==> src/rtl/rf_op_sequencer.sv <==
// Command sequencer for the 8-entry register file: takes one MOVE/SWAP/CLEAR/ADDN
// command per handshake and drives the file's control lines cycle by cycle.
module rf_op_sequencer #(
  parameter logic [2:0] FS_DEC  = 3'b000,
  parameter logic [2:0] FS_INC  = 3'b001,
  parameter logic [2:0] FS_LOAD = 3'b010,
  parameter logic [2:0] FS_CLR  = 3'b011
) (
  input  logic        Clock,
  input  logic        Reset,
  input  logic        ReqValid,
  output logic        ReqReady,
  input  logic [1:0]  ReqOp,
  input  logic [2:0]  ReqSrc,
  input  logic [2:0]  ReqDst,
  input  logic [3:0]  ReqCount,
  input  logic [15:0] RfOutA,
  output logic [15:0] I,
  output logic [2:0]  OutASel,
  output logic [2:0]  OutBSel,
  output logic [2:0]  FunSel,
  output logic [3:0]  RegSel,
  output logic [3:0]  ScrSel,
  output logic        Busy,
  output logic        Done,
  output logic        Err,
  output logic [2:0]  StateDbg
);

  // Handshake: a command is taken on a rising Clock edge where ReqValid and
  // ReqReady are both 1; ReqReady is 1 only in IDLE, fields are latched then.

  typedef enum logic [2:0] {
    S_IDLE, S_MOVE, S_SW1, S_SW2, S_SW3, S_CLR, S_INC, S_DONE
  } state_t;

  localparam logic [1:0] OP_MOVE  = 2'b00;
  localparam logic [1:0] OP_SWAP  = 2'b01;
  localparam logic [1:0] OP_CLEAR = 2'b10;
  localparam logic [1:0] OP_ADDN  = 2'b11;
  localparam logic [2:0] TMP_IDX  = 3'd7;

  state_t      state_q, state_d;
  logic [2:0]  src_q, src_d;
  logic [2:0]  dst_q, dst_d;
  logic [3:0]  cnt_q, cnt_d;
  logic        rej_q, rej_d;
  logic        ready_q, ready_d;
  logic [2:0]  oasel_q, oasel_d;
  logic [2:0]  fsel_q, fsel_d;
  logic [7:0]  en_q, en_d;
  logic        busy_q, busy_d;
  logic        done_q, done_d;
  logic        err_q, err_d;

  // {RegSel, ScrSel} as one active-low vector: index n lives at bit 7-n.
  function automatic logic [7:0] en_mask(input logic [2:0] idx);
    return ~(8'h80 >> idx);
  endfunction

  always_comb begin
    state_d = state_q;
    src_d   = src_q;
    dst_d   = dst_q;
    cnt_d   = cnt_q;
    rej_d   = rej_q;
    case (state_q)
      S_IDLE: begin
        if (ReqValid) begin
          src_d = ReqSrc;
          dst_d = ReqDst;
          cnt_d = ReqCount;
          rej_d = 1'b0;
          case (ReqOp)
            OP_MOVE:  state_d = S_MOVE;
            OP_SWAP: begin
              if (ReqSrc == TMP_IDX || ReqDst == TMP_IDX) begin
                rej_d   = 1'b1;
                state_d = S_DONE;
              end else begin
                state_d = S_SW1;
              end
            end
            OP_CLEAR: state_d = S_CLR;
            OP_ADDN:  state_d = (ReqCount == 4'd0) ? S_DONE : S_INC;
            default:  state_d = S_IDLE;
          endcase
        end
      end
      S_SW1:   state_d = S_SW2;
      S_SW2:   state_d = S_SW3;
      S_MOVE, S_SW3, S_CLR: state_d = S_DONE;
      S_INC: begin
        cnt_d = cnt_q - 4'd1;
        if (cnt_q == 4'd1) state_d = S_DONE;
      end
      S_DONE: begin
        rej_d   = 1'b0;
        state_d = S_IDLE;
      end
      default: state_d = S_IDLE;
    endcase
  end

  // Outputs are decoded from the next state so the registered copies line up
  // with the state they describe.
  always_comb begin
    ready_d = (state_d == S_IDLE);
    busy_d  = (state_d != S_IDLE);
    oasel_d = 3'd0;
    fsel_d  = FS_LOAD;
    en_d    = 8'hFF;
    done_d  = 1'b0;
    err_d   = 1'b0;
    case (state_d)
      S_MOVE: begin
        oasel_d = src_d;
        en_d    = en_mask(dst_d);
      end
      S_SW1: begin
        oasel_d = src_d;
        en_d    = en_mask(TMP_IDX);
      end
      S_SW2: begin
        oasel_d = dst_d;
        en_d    = en_mask(src_d);
      end
      S_SW3: begin
        oasel_d = TMP_IDX;
        en_d    = en_mask(dst_d);
      end
      S_CLR: begin
        fsel_d = FS_CLR;
        en_d   = en_mask(dst_d);
      end
      S_INC: begin
        fsel_d = FS_INC;
        en_d   = en_mask(dst_d);
      end
      S_DONE: begin
        done_d = 1'b1;
        err_d  = rej_d;
      end
      default: ;
    endcase
  end

  always_ff @(posedge Clock or negedge Reset) begin
    if (!Reset) begin
      state_q <= S_IDLE;
      src_q   <= 3'd0;
      dst_q   <= 3'd0;
      cnt_q   <= 4'd0;
      rej_q   <= 1'b0;
      ready_q <= 1'b1;
      oasel_q <= 3'd0;
      fsel_q  <= FS_LOAD;
      en_q    <= 8'hFF;
      busy_q  <= 1'b0;
      done_q  <= 1'b0;
      err_q   <= 1'b0;
    end else begin
      state_q <= state_d;
      src_q   <= src_d;
      dst_q   <= dst_d;
      cnt_q   <= cnt_d;
      rej_q   <= rej_d;
      ready_q <= ready_d;
      oasel_q <= oasel_d;
      fsel_q  <= fsel_d;
      en_q    <= en_d;
      busy_q  <= busy_d;
      done_q  <= done_d;
      err_q   <= err_d;
    end
  end

  assign I        = RfOutA;
  assign ReqReady = ready_q;
  assign OutASel  = oasel_q;
  assign OutBSel  = 3'b000;
  assign FunSel   = fsel_q;
  assign RegSel   = en_q[7:4];
  assign ScrSel   = en_q[3:0];
  assign Busy     = busy_q;
  assign Done     = done_q;
  assign Err      = err_q;
  assign StateDbg = state_q;

endmodule
==> config.mk <==
export PLATFORM = sky130hd
export DESIGN_NAME = rf_op_sequencer
export DESIGN_NICKNAME = d
export VERILOG_FILES = /design/src/rtl/rf_op_sequencer.sv
export SDC_FILE = /design/constraint.sdc
export NUM_CORES = 1
export LEC_CHECK = 0
export CAP_MARGIN = 10
export CORE_MARGIN = 4
export CORE_UTILIZATION = 44
export DETAILED_ROUTE_END_ITERATION = 8
export MAX_ROUTING_LAYER = met4
export PLACE_DENSITY_LB_ADDON = 0.25
export SETUP_SLACK_MARGIN = 0.4
export SKIP_LAST_GASP = 1
export SLEW_MARGIN = 30
export SYNTH_ARGS = -nofsm -noshare
export SYNTH_HDL_FRONTEND = slang
export SYNTH_SLANG_ARGS = --single-unit
==> constraint.sdc <==
create_clock -name Clock -period 2.7 [get_ports Clock]
set_input_delay 0.54 -clock Clock [delete_from_list [all_inputs] [get_ports Clock]]
set_output_delay 0.54 -clock Clock [all_outputs]
set_load 0.01 [all_outputs]
# Word-level counts from Yosys, hierarchy flattened
# Cells that the tools add are included.
totals:
  reg_bits: 32
  in_bits: 31
  output_inout_bits: 40
op_classes:
  addsub: 1
  eq_ne: 21
  shifts: 2
  muxes: 21
  n_bitwise: 2
  reduce_logical: 11
ops:
  columns: ["op", "n"]
  rows:
  - ["$eq A3 B3 Y1 const B", 10]
  - ["$pmux W8 S3", 1]
  - ["$mux W3", 7]
  - ["$pmux W3 S6", 1]
  - ["$not A8 Y8", 2]
  - ["$shr A8 B3 Y8 const A", 2]
  - ["$eq A3 B2 Y1 const B", 4]
  - ["$pmux W3 S4", 1]
  - ["$pmux W3 S3", 1]
  - ["$pmux W4 S2", 1]
  - ["$eq A3 B1 Y1 const B", 2]
  - ["$logic_not A3 Y1", 2]
  - ["$mux W1", 6]
  - ["$eq A2 B2 Y1 const B", 2]
  - ["$eq A4 B1 Y1 const B", 1]
  - ["$logic_not A4 Y1", 1]
  - ["$mux W4", 1]
  - ["$pmux W2 S2", 1]
  - ["$reduce_or A4 Y1", 1]
  - ["$sub A4 B1 Y4 const B", 1]
  - ["$reduce_bool A3 Y1", 1]
  - ["$reduce_or A3 Y1", 1]
  - ["$eq A2 B1 Y1 const B", 1]
  - ["$logic_not A2 Y1", 1]
  - ["6 further kinds", 6]

# Logic depth before layout (Yosys ltp)
# Gate-level depths: netlist of run 1.
depth:
  depth_word: 9
  ltp_mapped: 9
  mapped_depth_nobuf: 8

# Least setup slack after synthesis of run 1
# Ideal clock, no wire load.
synth_timing:
  path_kind: "register to register"
  start: "reg state_q[0], in the netlist StateDbg[0]"
  end: "reg busy_q, in the netlist Busy"
  setup_ps: 135
  arrival_time_ps: 2112
  slack_ps: 453
  stages_incl_launch_ff: 7
  n_path_buf: 1
  path_cell_list: "dfrtp_1 > buf_6 > or3_4 > or4_4 > o211ai_4 > inv_6 > or3_4"
synth_via:
  elab_chain_cells: 4
synth_rtl:
  columns: ["element", "line", "rtl"]
  rows:
  - ["from (decl)", "43", "state_t state_q, state_d;"]
  - ["from (signal assigned)", "163", "state_q <= state_d;"]
  - ["$eq A3 B1 Y1 or $eq A3 B3 Y1 (tied branches)", "67", "case (state_q)"]
  - ["$reduce_or A3 Y1", "67", null]
  - ["$pmux W3 S6 *", "67", null]
  - ["$reduce_bool A3 Y1 *", "109", "busy_d = (state_d != S_IDLE);"]
  - ["net busy_d", "52", "logic busy_q, busy_d;"]
  - ["to (signal assigned)", "172", "busy_q <= busy_d;"]
  - ["to (decl)", "52", null]
# The timed path passes the listed nets; every way through them passes the cells marked *.
# A chain may end at the register's enable or synchronous reset.

# Final worst setup path of run 1
layout_timing:
  start: "reg state_q[1], in the netlist StateDbg[1]"
  end: "reg oasel_q[0], in the netlist OutASel[0]"
layout_via:
  elab_chain_cells: 6
layout_rtl:
  columns: ["element", "line", "rtl"]
  rows:
  - ["$eq A3 B1 Y1 or $eq A3 B3 Y1 (tied branches)", "67", null]
  - ["$reduce_or A3 Y1", "67", null]
  - ["$pmux W3 S6", "67", null]
  - ["$eq A3 B2 Y1 or $eq A3 B1 Y1 (tied branches)", "115", "case (state_d)"]
  - ["$reduce_or A2 Y1 (no source line)", null, null]
  - ["$pmux W3 S3 *", "115", null]
  - ["net oasel_d[0]", "49", "logic [2:0] oasel_q, oasel_d;"]
  - ["to (signal assigned)", "169", "oasel_q <= oasel_d;"]
  - ["to (decl)", "49", null]
# Marked as above.

==> run summary, run 1 <==
The number of rows created at floorplan came out at 23. The max capacitance violation total came out at 0. Data arrives at the worst endpoint at 2390 ps. The analysis attributes to cell leakage a power of 1.144 nW.

The post-synthesis async set-or-reset flop share came out at 100.0%. The number of unique standard cell types used by synthesis came out at 57. The first routing iteration left 162 violations.

The synthesized instance count came out at 195. After detailed routing, the total wire length is 5.179 mm. For this design the top-level I/O count stands at 71. The fraction of the yosys area taken by sequential cells came out at 41.78%. The H-tree depth came out at 2. The initial antenna violation count is 0. The die span in y came out at 73.49 µm. The maximum net fanout on the critical path came out at 7. The relative slew slack came out at 49.79%. The pin slew with the least headroom to its limit came out at 753.1 ps. The clock latency on the worst-skew pair came out at 290 ps. The internal power component is 0.001846 W. The count of warnings emitted by yosys came out at 0. The final number of setup-violating endpoints is 0. The via count of the first global-routing pass is 1650. The number of endpoints with negative hold slack in the final report came out at 0.

Combinational logic burns 60.6% of the power. The path with the worst hold slack has its endpoint at cnt_q[3]. In this run the most critical hold path is launched from cnt_q[3].

The area growth from synthesis to layout is 32.43%. The proportion of layout cells with a drive suffix above 1 came out at 29.10%. The area of the core came out at 4086 µm². The die width came out at 73.49 µm. The number of cells on the worst hold path came out at 1. The worst-case reg-to-reg path depth came out at 8. On the final layout, the worst hold slack is 506.7 ps. The peak ir drop on the vdd network came out at 0.5003 mV.

The aggregate global-route resource usage is 20.28%. The die covers 5400 µm². Counting along the longest clock path gives a buffer depth of 2. The setup slack of the most critical reg-to-reg path is 450 ps.

The flow ran to the end, and the final reports show no timing, DRC or antenna violations. The first global-routing pass estimated 8.128 mm of wire. The finished layout holds 294 standard cells, fillers aside. The number of register bits inferred by synthesis came out at 31. The worst setup path is launched from a register. Clock-pin slew was measured on the worst setup and hold paths at 60 ps. Detailed placement finished with a half-perimeter wire length of 3.532 mm. The worst register-to-register path begins at StateDbg[1]. The via-per-instance ratio is 5.782.

The critical path is of the reg -> reg type. The sequential share of power is 26.3%. The critical path required time came out at 2840 ps. The final critical path time including I/O delays and setup came out at 2254 ps.

The switching fraction of total power is 41.05%. The CTS root buffer is sky130_fd_sc_hd__clkbuf_8. For this run, the leading register cell type out of synthesis is sky130_fd_sc_hd__dfrtp_1. A synthesized cell averages 9.676 µm². The average wire per standard cell is 17.62 µm. The number of flops mapped to enable cells by yosys is 0. The number of diodes added for antenna fixing is 0. The number of max-slew violations in the final report is 0.

The total overflow left after global routing is 0. The class of the tightest hold or removal check is reg -> reg. Port buffering added 34 buffers. The critical path starts at StateDbg[1]. After detailed routing, the number of remaining DRC violations is 0.

At the end of routability-driven placement, the weighted congestion stood at 0.8842. Once placement completed, the tool counted placed cells totaling 275. The worst-case clock skew came out at 8.571 ps. Clock tree synthesis inserted a total of 5 buffers. The share of the core filled with cells came out at 61.15%. The hold buffer count at CTS came out at 0. The maximum number of pins on one net before global-route repair came out at 32. The fraction of power consumed by the clock network is 13.2%. The number of clock sinks seen by CTS came out at 31. The number of nets still failing antenna checks after routing came out at 0. The post-synthesis instance area came out at 1887 µm². The total number of vias came out at 1700. The endpoint identified for the worst register-to-register timing path is OutASel[0].

The worst setup path is captured at a register. The effective utilization at floorplan is 46.17%. TritonCTS built the clock tree. The timing-limited maximum frequency came out at 443.6 MHz. Power spread over the standard cell area amounts to 1253 nW/µm². The worst path uses 83.49% of the clock period. For this run, the post-layout net count is 276. Setup repair after global routing could not meet its margin everywhere.

The detailed-router iteration count before antenna repair is 4. The switching power came out at 0.001286 W.
layer usage:
metal | vias up | share of wire (%) | global-route usage [%]
met5 | - | 0 | -
li1 | 765 | - | -
met2 | 81 | 48 | 31.20
met3 | 23 | 7.9 | 4.788
met4 | 0 | 2.7 | 7.847
met1 | 831 | 42 | 25.77
critical path, stage by stage, from the launching register on:
cell and delay (ps):
sky130_fd_sc_hd__dfrtp_1 410, sky130_fd_sc_hd__buf_6 150, sky130_fd_sc_hd__or3_4 380, sky130_fd_sc_hd__or4_4 540, sky130_fd_sc_hd__o211ai_4 120, sky130_fd_sc_hd__clkinv_4 130, sky130_fd_sc_hd__buf_6 160, sky130_fd_sc_hd__mux2i_1 130
sky130_fd_sc_hd__o22ai_1 90
cells in the final DEF, fill, tap and decap left out, drive strengths merged, types with 3 or more instances in the layout:
cell type	count
nor2	10
nand3b	4
conb	4
o21ai	5
clkinv	3
nand2	26
o221ai	6
inv	5
nor3	4
nand2b	4
dlymetal6s2s	3
nand3	6
o31ai	7
clkdlybuf4s50	30
and3	4
buf	33
clkbuf	7
dfstp	10
mux2i	11
dfrtp	21
or3	4
how the worst max path moves through the flow:
stage                      end  cells after the start
floorplan                 Busy                      6
global placement       en_q[1]                      6
detailed placement     en_q[7]                      7
CTS                       Busy                      6
global route        OutASel[0]                      8
finish              OutASel[0]                      8
stage by stage:
stage                     cell area [µm²]  total power, W  setup TNS (ps)  setup WS (ps)
after floorplan                      1898        0.001842               0          452.8
after global placement               2270        0.002444          -266.0         -81.44
after detailed placement             2273        0.002490          -435.7         -103.4
after CTS                            2382        0.002921               0          403.0
after global routing                 2499        0.003345               0          381.5
final                                2499        0.003132               0          445.7
power by group through the flow:
stage / Clock (W) / Combinational [W] / Sequential [W]
6_report: 0.000412 / 0.00190 / 0.000822
5_1_grt: 0.000437 / 0.00206 / 0.000843
4_1_cts: 0.000415 / 0.00169 / 0.000815
3_5_place_dp: 0 / 0.00167 / 0.000819
3_3_place_gp: 0 / 0.00164 / 0.000808
2_1_floorplan: 0 / 0.000988 / 0.000854
layout make-up:
| cell class | count | area [µm²] |
|---|---|---|
| multi-input combinational | 130 | 903.4 |
| sequential | 31 | 788.3 |
| clock inverter | 1 | 7.507 |
| tap | 50 | 62.56 |
| clock buffer | 7 | 96.34 |
| fill | 346 | 1588 |
| timing repair buffer | 67 | 603.1 |
| inverter | 8 | 37.54 |
cell usage after synthesis, types with 2 or more instances:
cell	count	share of area (%)
sky130_fd_sc_hd__ha_1	2	1.3
sky130_fd_sc_hd__nand2b_1	4	1.3
sky130_fd_sc_hd__clkbuf_1	5	0.99
sky130_fd_sc_hd__dfrtp_1	21	28
sky130_fd_sc_hd__nor2_1	10	2.0
sky130_fd_sc_hd__a21oi_1	2	0.53
sky130_fd_sc_hd__o31ai_1	7	2.8
sky130_fd_sc_hd__nand2_1	26	5.2
sky130_fd_sc_hd__o221ai_1	6	2.8
sky130_fd_sc_hd__o21ai_1	2	0.53
sky130_fd_sc_hd__and3_1	4	1.3
sky130_fd_sc_hd__buf_4	21	8.4
sky130_fd_sc_hd__nand3b_1	4	1.6
sky130_fd_sc_hd__nor2b_1	2	0.66
sky130_fd_sc_hd__or3_4	2	1.2
sky130_fd_sc_hd__a311oi_1	2	0.93
sky130_fd_sc_hd__nand3_1	6	1.6
sky130_fd_sc_hd__nor3_1	4	1.1
sky130_fd_sc_hd__o21ai_0	3	0.80
sky130_fd_sc_hd__or3_1	2	0.66
sky130_fd_sc_hd__inv_1	4	0.80
sky130_fd_sc_hd__clkinv_1	2	0.40
sky130_fd_sc_hd__dfstp_2	10	14
sky130_fd_sc_hd__mux2i_1	10	5.3
sky130_fd_sc_hd__or2_2	2	0.66
logic make-up after synthesis:
kind of cell,Yosys count,share of synthesized area [%]
DFF,31,41.78
muxes,12,7.294
buffers and inverters,37,12.27
adders and majority gates,2,1.326
and+or+nand+nor,74,21.15
AOI/OAI and AO/OA,37,15.52
xor gates and xnor gates,1,0.4643
other,1,0.1987
flip-flops by register name, indices dropped and copies added, names as in the netlist, 2 cells and up:
register,flops
dst_q,3
FunSel,2
en_q,8
cnt_q,4
OutASel,3
StateDbg,3
src_q,3
timing repair:
action                     CTS  global route
buffers inserted             0            10
resized for setup            4            14
cloned                       0             1
hold endpoints to repair     0             0
setup endpoints to repair   10             8
pin swaps                    0             4
Note: power is estimated with default switching activity, not from simulation.
==> run 2, diff against run 1 <==
CORE_UTILIZATION = 40   (was 44)
clock period = 1.8 ns   (was 2.7 ns; I/O delays follow)
==> run 2 against run 1 <==
The flow now finishes with violations (negative setup slack). Count of clock-buffer cells in the layout did not move. Clock power rose by 41%. Critical path depth shrank 1. Largest power group unchanged. Critical endpoint is now en_q[4]. Clock skew grew 0.98 ps. Largest cell class unchanged. Routed wire length rose by 23%. Sequential cell count is the same. Utilization is 11 points higher. Register-to-register slack worse by 790 ps. Final cell count is 20% higher.
==> run summary, run 2 (synthesis gave the netlist of run 1 again) <==
The final critical-path setup slack is -339.7 ps. The final non-filler cell area came out at 3249 µm². The floorplan step defined a die boundary enclosing 5880 µm². The total wire length is 6.392 mm. The first global-routing pass estimated 8.845 mm of wire. The clock latency on the worst-skew pair is 290 ps.

The maximum net fanout on the critical path came out at 5. The initial antenna violation count is 0. The layout has 275 filler cells. In the final layout, the registers with the most flip-flops are en_q x8, cnt_q x4. For this run, the detailed router's first-pass iteration total came to 4. The element type at the critical path end is a register.

The number of max-slew violations in the final report came out at 0. The number of diodes added for antenna fixing came out at 0. The TritonCTS clock tree is built. The flip-flop count of the largest register, all copies and words added is 8. During placement, the flow inserted port buffers numbering 34.

The CTS buffer count came out at 5. The worst-case reg-to-reg path depth came out at 7. The tree built by TritonCTS fans out to 31 sinks.

The critical path starts at StateDbg[1]. The DRC marker count from the first detailed-route iteration is 107. The final global-route overflow total is 0. The root buffer cell chosen for the clock tree is sky130_fd_sc_hd__clkbuf_8. The final cycle utilization of the critical path is 118.9%. The net total in the final layout came out at 334. The multi-input gate area in the final layout came out at 1174 µm². In the final routed layout, each cell accounts on average for 18.06 µm. The count of non-filler cells in the finished layout is 354. More flip-flops sit in one register than any other, and that register is en_q. Setup violations remaining at the end of the flow were counted as 19.

The setup check on the worst reg-to-reg path leaves a slack of -340 ps. The final critical path time including I/O delays and setup came out at 2140 ps. The total number of vias is 1906. The post-placement worst setup slack is -794.1 ps. The timing-limited maximum frequency is 467.4 MHz.

The number of nets still failing antenna checks after routing came out at 0. The detailed placer's ending HPWL is 3.598 mm. The min-delay analysis places its worst path in the category in -> async. The share of the core filled with cells is 72.62%. The final weighted congestion in routability-driven placement is 0.9086. The number of ports placed on the die boundary is 71. The placed instance count came out at 313. The number of endpoints with negative hold slack in the final report came out at 0.

The H-tree depth is 2. The checks that failed: negative setup slack. The tool flagged a number of max-cap violations equal to 0. The startpoint identified for the worst register-to-register timing path is StateDbg[1]. The area of the core came out at 4474 µm². The leakage power is 1.517 nW.

The deepest clock path buffer count came out at 2. The maximum number of pins on one net before global-route repair is 32. The kind of launch point of the worst setup path is a register. IR analysis of the VDD net gives a maximum drop of 0.9148 mV. The proportion of layout cells with a drive suffix above 1 came out at 59.93%. The area added between synthesis and finish is 72.22%.

The hold buffer count at CTS came out at 0. Using the TritonRoute via totals, the vias-per-cell ratio works out to 5.384. Power spread over the standard cell area amounts to 1942 nW/µm². The critical path required time is 2000 ps. The critical path is of the reg -> reg type. The library cells used most frequently in the layout, excluding fill and tap cells, are 65 x sky130_fd_sc_hd__buf_4, 20 x sky130_fd_sc_hd__dfrtp_1, 20 x sky130_fd_sc_hd__buf_6.

The number of design rule violations left after detail routing came out at 0. The endpoint identified for the worst register-to-register timing path is en_q[4]. The register area is 789.5 µm².

On the final layout, the worst clock skew is 9.555 ps. The register clock-pin slew on the reported worst setup and hold paths is 70 ps. The die span in y came out at 76.68 µm. Setup repair after global routing could not meet its margin everywhere.

The number of rows created at floorplan is 24. The effective utilization at floorplan is 42.17%. The worst hold margin is 446.8 ps. The placed standard-cell area is 2600 µm². The endpoint arrival time on the critical path is 2340 ps. From left edge to right edge, the die measures 76.68 µm. The aggregate global-route resource usage came out at 19.29%. Leaving out fill and tap cells, the most frequent cell in the layout is sky130_fd_sc_hd__buf_4. The run finished, with violations left. The via count of the first global-routing pass came to 1847.
run 2: how the worst max path moves through the flow:
stage / end / slack, ps / depth (start not counted)
finish: en_q[4] / -340 / 7
global route: en_q[4] / -420 / 6
CTS: en_q[7] / -270 / 5
detailed placement: en_q[4] / -790 / 7
global placement: en_q[7] / -760 / 6
floorplan: en_q[7] / -370 / 6
run 2: what timing repair did:
action                                  in CTS  in global routing
hold endpoints to repair                     0                  0
buffers inserted                            13                 18
endpoints found under the setup margin      51                 43
pin swaps                                    7                 20
gates resized for setup                     75                 68
cloned                                       1                  1
run 2: routing by layer:
metal  up-vias  track usage (%)  wire length [µm]
met1       949            22.23              2592
li1        886                -                 -
met2        54            32.75              3342
met4         0            7.246               178
met5         -                -                 0
met3        17            4.333               278
run 2: cell type report:
cell class	count	share of cell area [%]
clock buffers	7	2.657
repair inverters	2	0.4621
well taps	52	2.002
repair buffers	123	33.00
inverters	8	1.309
multi-input cells	130	36.12
clock inverters	1	0.1540
flip-flops and latches	31	24.30
run 2: through the flow:
step                      setup TNS (ps)  power [W]
final                              -4904   0.006309
after global routing               -5987   0.006673
after CTS                          -4014   0.005297
after detailed placement          -12810   0.004299
after global placement            -12390   0.004258
after floorplan                    -2808   0.003012
run 2: worst max-delay path, cell delays in order (launching register included):
cell and delay (ps):
sky130_fd_sc_hd__dfrtp_1 390, sky130_fd_sc_hd__buf_6 150, sky130_fd_sc_hd__or3_4 380, sky130_fd_sc_hd__or4_4 450, sky130_fd_sc_hd__o211ai_4 160, sky130_fd_sc_hd__buf_6 200, sky130_fd_sc_hd__buf_12 120, sky130_fd_sc_hd__mux2i_1 210
run 2: where the power goes:
part,total (W),switching [W],internal [W]
combinational,0.00454,0.00222,0.00232
clock,0.000582,0.000273,0.000308
sequential,0.00119,0.000142,0.00105
total,0.00631,0.00263,0.00368
==> run 3, diff against run 2 <==
==> constraint.sdc (replaced) <==
create_clock -name Clock -period 1.8 [get_ports Clock]
set_input_delay 0.27 -clock Clock [delete_from_list [all_inputs] [get_ports Clock]]
set_output_delay 0.27 -clock Clock [all_outputs]
set_load 0.01 [all_outputs]
==> run 3 against run 2 <==
The flow still finishes with violations (negative setup slack). Via count down 4.5%. Utilization down 3.4 points. Count of clock-buffer cells in the layout unchanged. Routed wire length down 11%.
==> run summary, run 3 (synthesis gave the netlist of run 1 again) <==
In the layout the commonest cells are 66 x sky130_fd_sc_hd__buf_4, 20 x sky130_fd_sc_hd__dfrtp_1, 18 x sky130_fd_sc_hd__nand2_1. At the end of the flow, the number of nets in the layout was 323. The cell sitting at the root of the clock tree is a sky130_fd_sc_hd__clkbuf_8. Using the TritonRoute via totals, the vias-per-cell ratio works out to 5.306. The placed standard-cell area came out at 2600 µm². The H-tree depth came out at 2. The die footprint came out at 5880 µm². After the first detailed-routing iteration, the DRC count stood at 78. The run finished, with violations left. The number of rows created at floorplan came out at 24. The deepest clock path buffer count is 2. The detailed-router iteration count before antenna repair is 4. The final reports fail on negative setup slack. The finished layout holds 343 standard cells, fillers aside.

The final setup TNS came out at -4133 ps. The worst-case clock skew is 8.914 ps. The register clock-pin slew on the reported worst setup and hold paths is 70 ps.

The final cycle utilization of the critical path came out at 118.1%. Setup violations remaining at the end of the flow were counted as 19. Setup repair after global routing could not meet its margin everywhere.

The number of diodes added for antenna fixing came out at 0. The clock latency on the worst-skew pair came out at 290 ps. STA classifies the critical path startpoint as a register. The die is 76.68 µm wide. The maximum net fanout on the critical path is 4.

The number of endpoints with negative hold slack in the final report is 0. The average wire per standard cell came out at 16.63 µm. The class of the tightest hold or removal check is in -> async. The detailed placer's ending HPWL is 3.598 mm.

The setup slack of the most critical reg-to-reg path is -330 ps. During placement, the flow inserted port buffers numbering 34. The total wire length is 5.705 mm.

The filler cells instantiated in the layout total 318. The initial antenna violation count is 0. The aggregate global-route resource usage came out at 18.43%. The congestion estimate from routability-driven global placement came to 0.9086.

The placed instance count came out at 313. Leaving out fill and tap cells, the most frequent cell in the layout is sky130_fd_sc_hd__buf_4. The number of nets still failing antenna checks after routing came out at 0. The die span in y came out at 76.68 µm. The flip-flop count of the largest register, all copies and words added came out at 8.

The first global-routing pass estimated 8.431 mm of wire. The number of clock sinks seen by CTS is 31. The multi-input combinational cells in the finished layout cover a total of 1111 µm². The area added between synthesis and finish is 64.26%. Max-cap violations in this run came to 0. The worst-case reg-to-reg path depth came out at 5. The critical path required time is 2000 ps.

The endpoint arrival time on the critical path is 2330 ps. Entering global routing, the biggest net connects 32 pins. The analysis attributes to cell leakage a power of 1.447 nW. The number of design rule violations left after detail routing came out at 0.

The number of ports placed on the die boundary is 71. The initial utilization of the core area, before any placement, comes to 42.17%. The final critical-path setup slack came out at -326.1 ps. The largest registers in the layout are en_q x8, cnt_q x4. The total number of vias came out at 1820. The TritonCTS clock tree is built. The final global-route overflow total came out at 0.

The final non-filler cell area is 3099 µm². Counting the buffers created by CTS gives 5. The number of max-slew violations in the final report came out at 0. The area of the core is 4474 µm². The final critical path time including I/O delays and setup came out at 2126 ps. Timing would allow up to 470.3 MHz.

The power density of the placed cells is 1902 nW/µm². In the final layout, flip-flops and latches occupy 789.5 µm². The proportion of layout cells with a drive suffix above 1 came out at 52.23%.

The via count of the first global-routing pass is 1754. The critical path in this run is classified as reg -> reg. The register with the most flip-flops in the final layout is en_q. The peak ir drop on the vdd network is 0.8207 mV.

STA classifies the critical path endpoint as a register.
-- run 3: timing repair --
item,in CTS,in global routing
gates resized for setup,31,52
pin swaps,4,12
setup buffers,6,15
hold buffers,0,0
setup endpoints to repair,51,34
gates cloned,0,1
-- run 3: through the flow --
stage / setup slack, ps / hold slack (ps) / utilization (%) / power, W
finish: -326.1 / 359.0 / 69.27 / 0.005894
detailed placement: -704.1 / 493.5 / 58.11 / 0.004299
global route: -384.9 / 398.4 / 69.27 / 0.006282
floorplan: -369.2 / -25.59 / - / 0.003012
CTS: -276.0 / 380.0 / 61.80 / 0.005033
global placement: -666.8 / 494.7 / 58.11 / 0.004258
-- run 3: critical path, cell delays in order, from the launching register on --
cell                       delay, ps
sky130_fd_sc_hd__dfrtp_1         400
sky130_fd_sc_hd__or4b_4          600
sky130_fd_sc_hd__mux2_4          360
sky130_fd_sc_hd__or4_4           500
sky130_fd_sc_hd__o311ai_4         70
sky130_fd_sc_hd__o21ai_1         110
-- run 3: area by class of cell --
cell class              count  area share [%]
multi-input cells         130           35.85
repair buffers            113           31.73
flip-flops and latches     31           25.47
clock buffers               7           2.786
well taps                  52           2.099
inverters                   8           1.696
repair inverters            1          0.2019
clock inverters             1          0.1615
-- run 3: worst paths after layout --
kind | start | to
worst max-delay path | StateDbg[1] | en_q[7]
worst min-delay path | Reset | StateDbg[1]
worst max register to register | StateDbg[1] | en_q[7]
worst min register to register | rej_q | rej_q
max in group asynchronous | Reset | en_q[0]
min in group Clock | RfOutA[10] | I[10]
-- run 3: routing by layer --
layer	track usage, %	wire, µm	vias to the layer above	part of all wire (%)
met3	3.864	307	13	5.4
met1	22.47	2293	886	40
li1	-	-	866	-
met4	6.159	105	0	1.8
met5	-	0	-	0
met2	30.40	2999	55	53
-- run 3: power by group --
part	leakage (nW)	switching, W	internal [W]	total, W
combinational	1.04	0.00204	0.00209	0.00413
clock	0.0482	0.000265	0.000308	0.000574
sequential	0.359	0.000141	0.00105	0.00119
total	1.45	0.00245	0.00345	0.00589
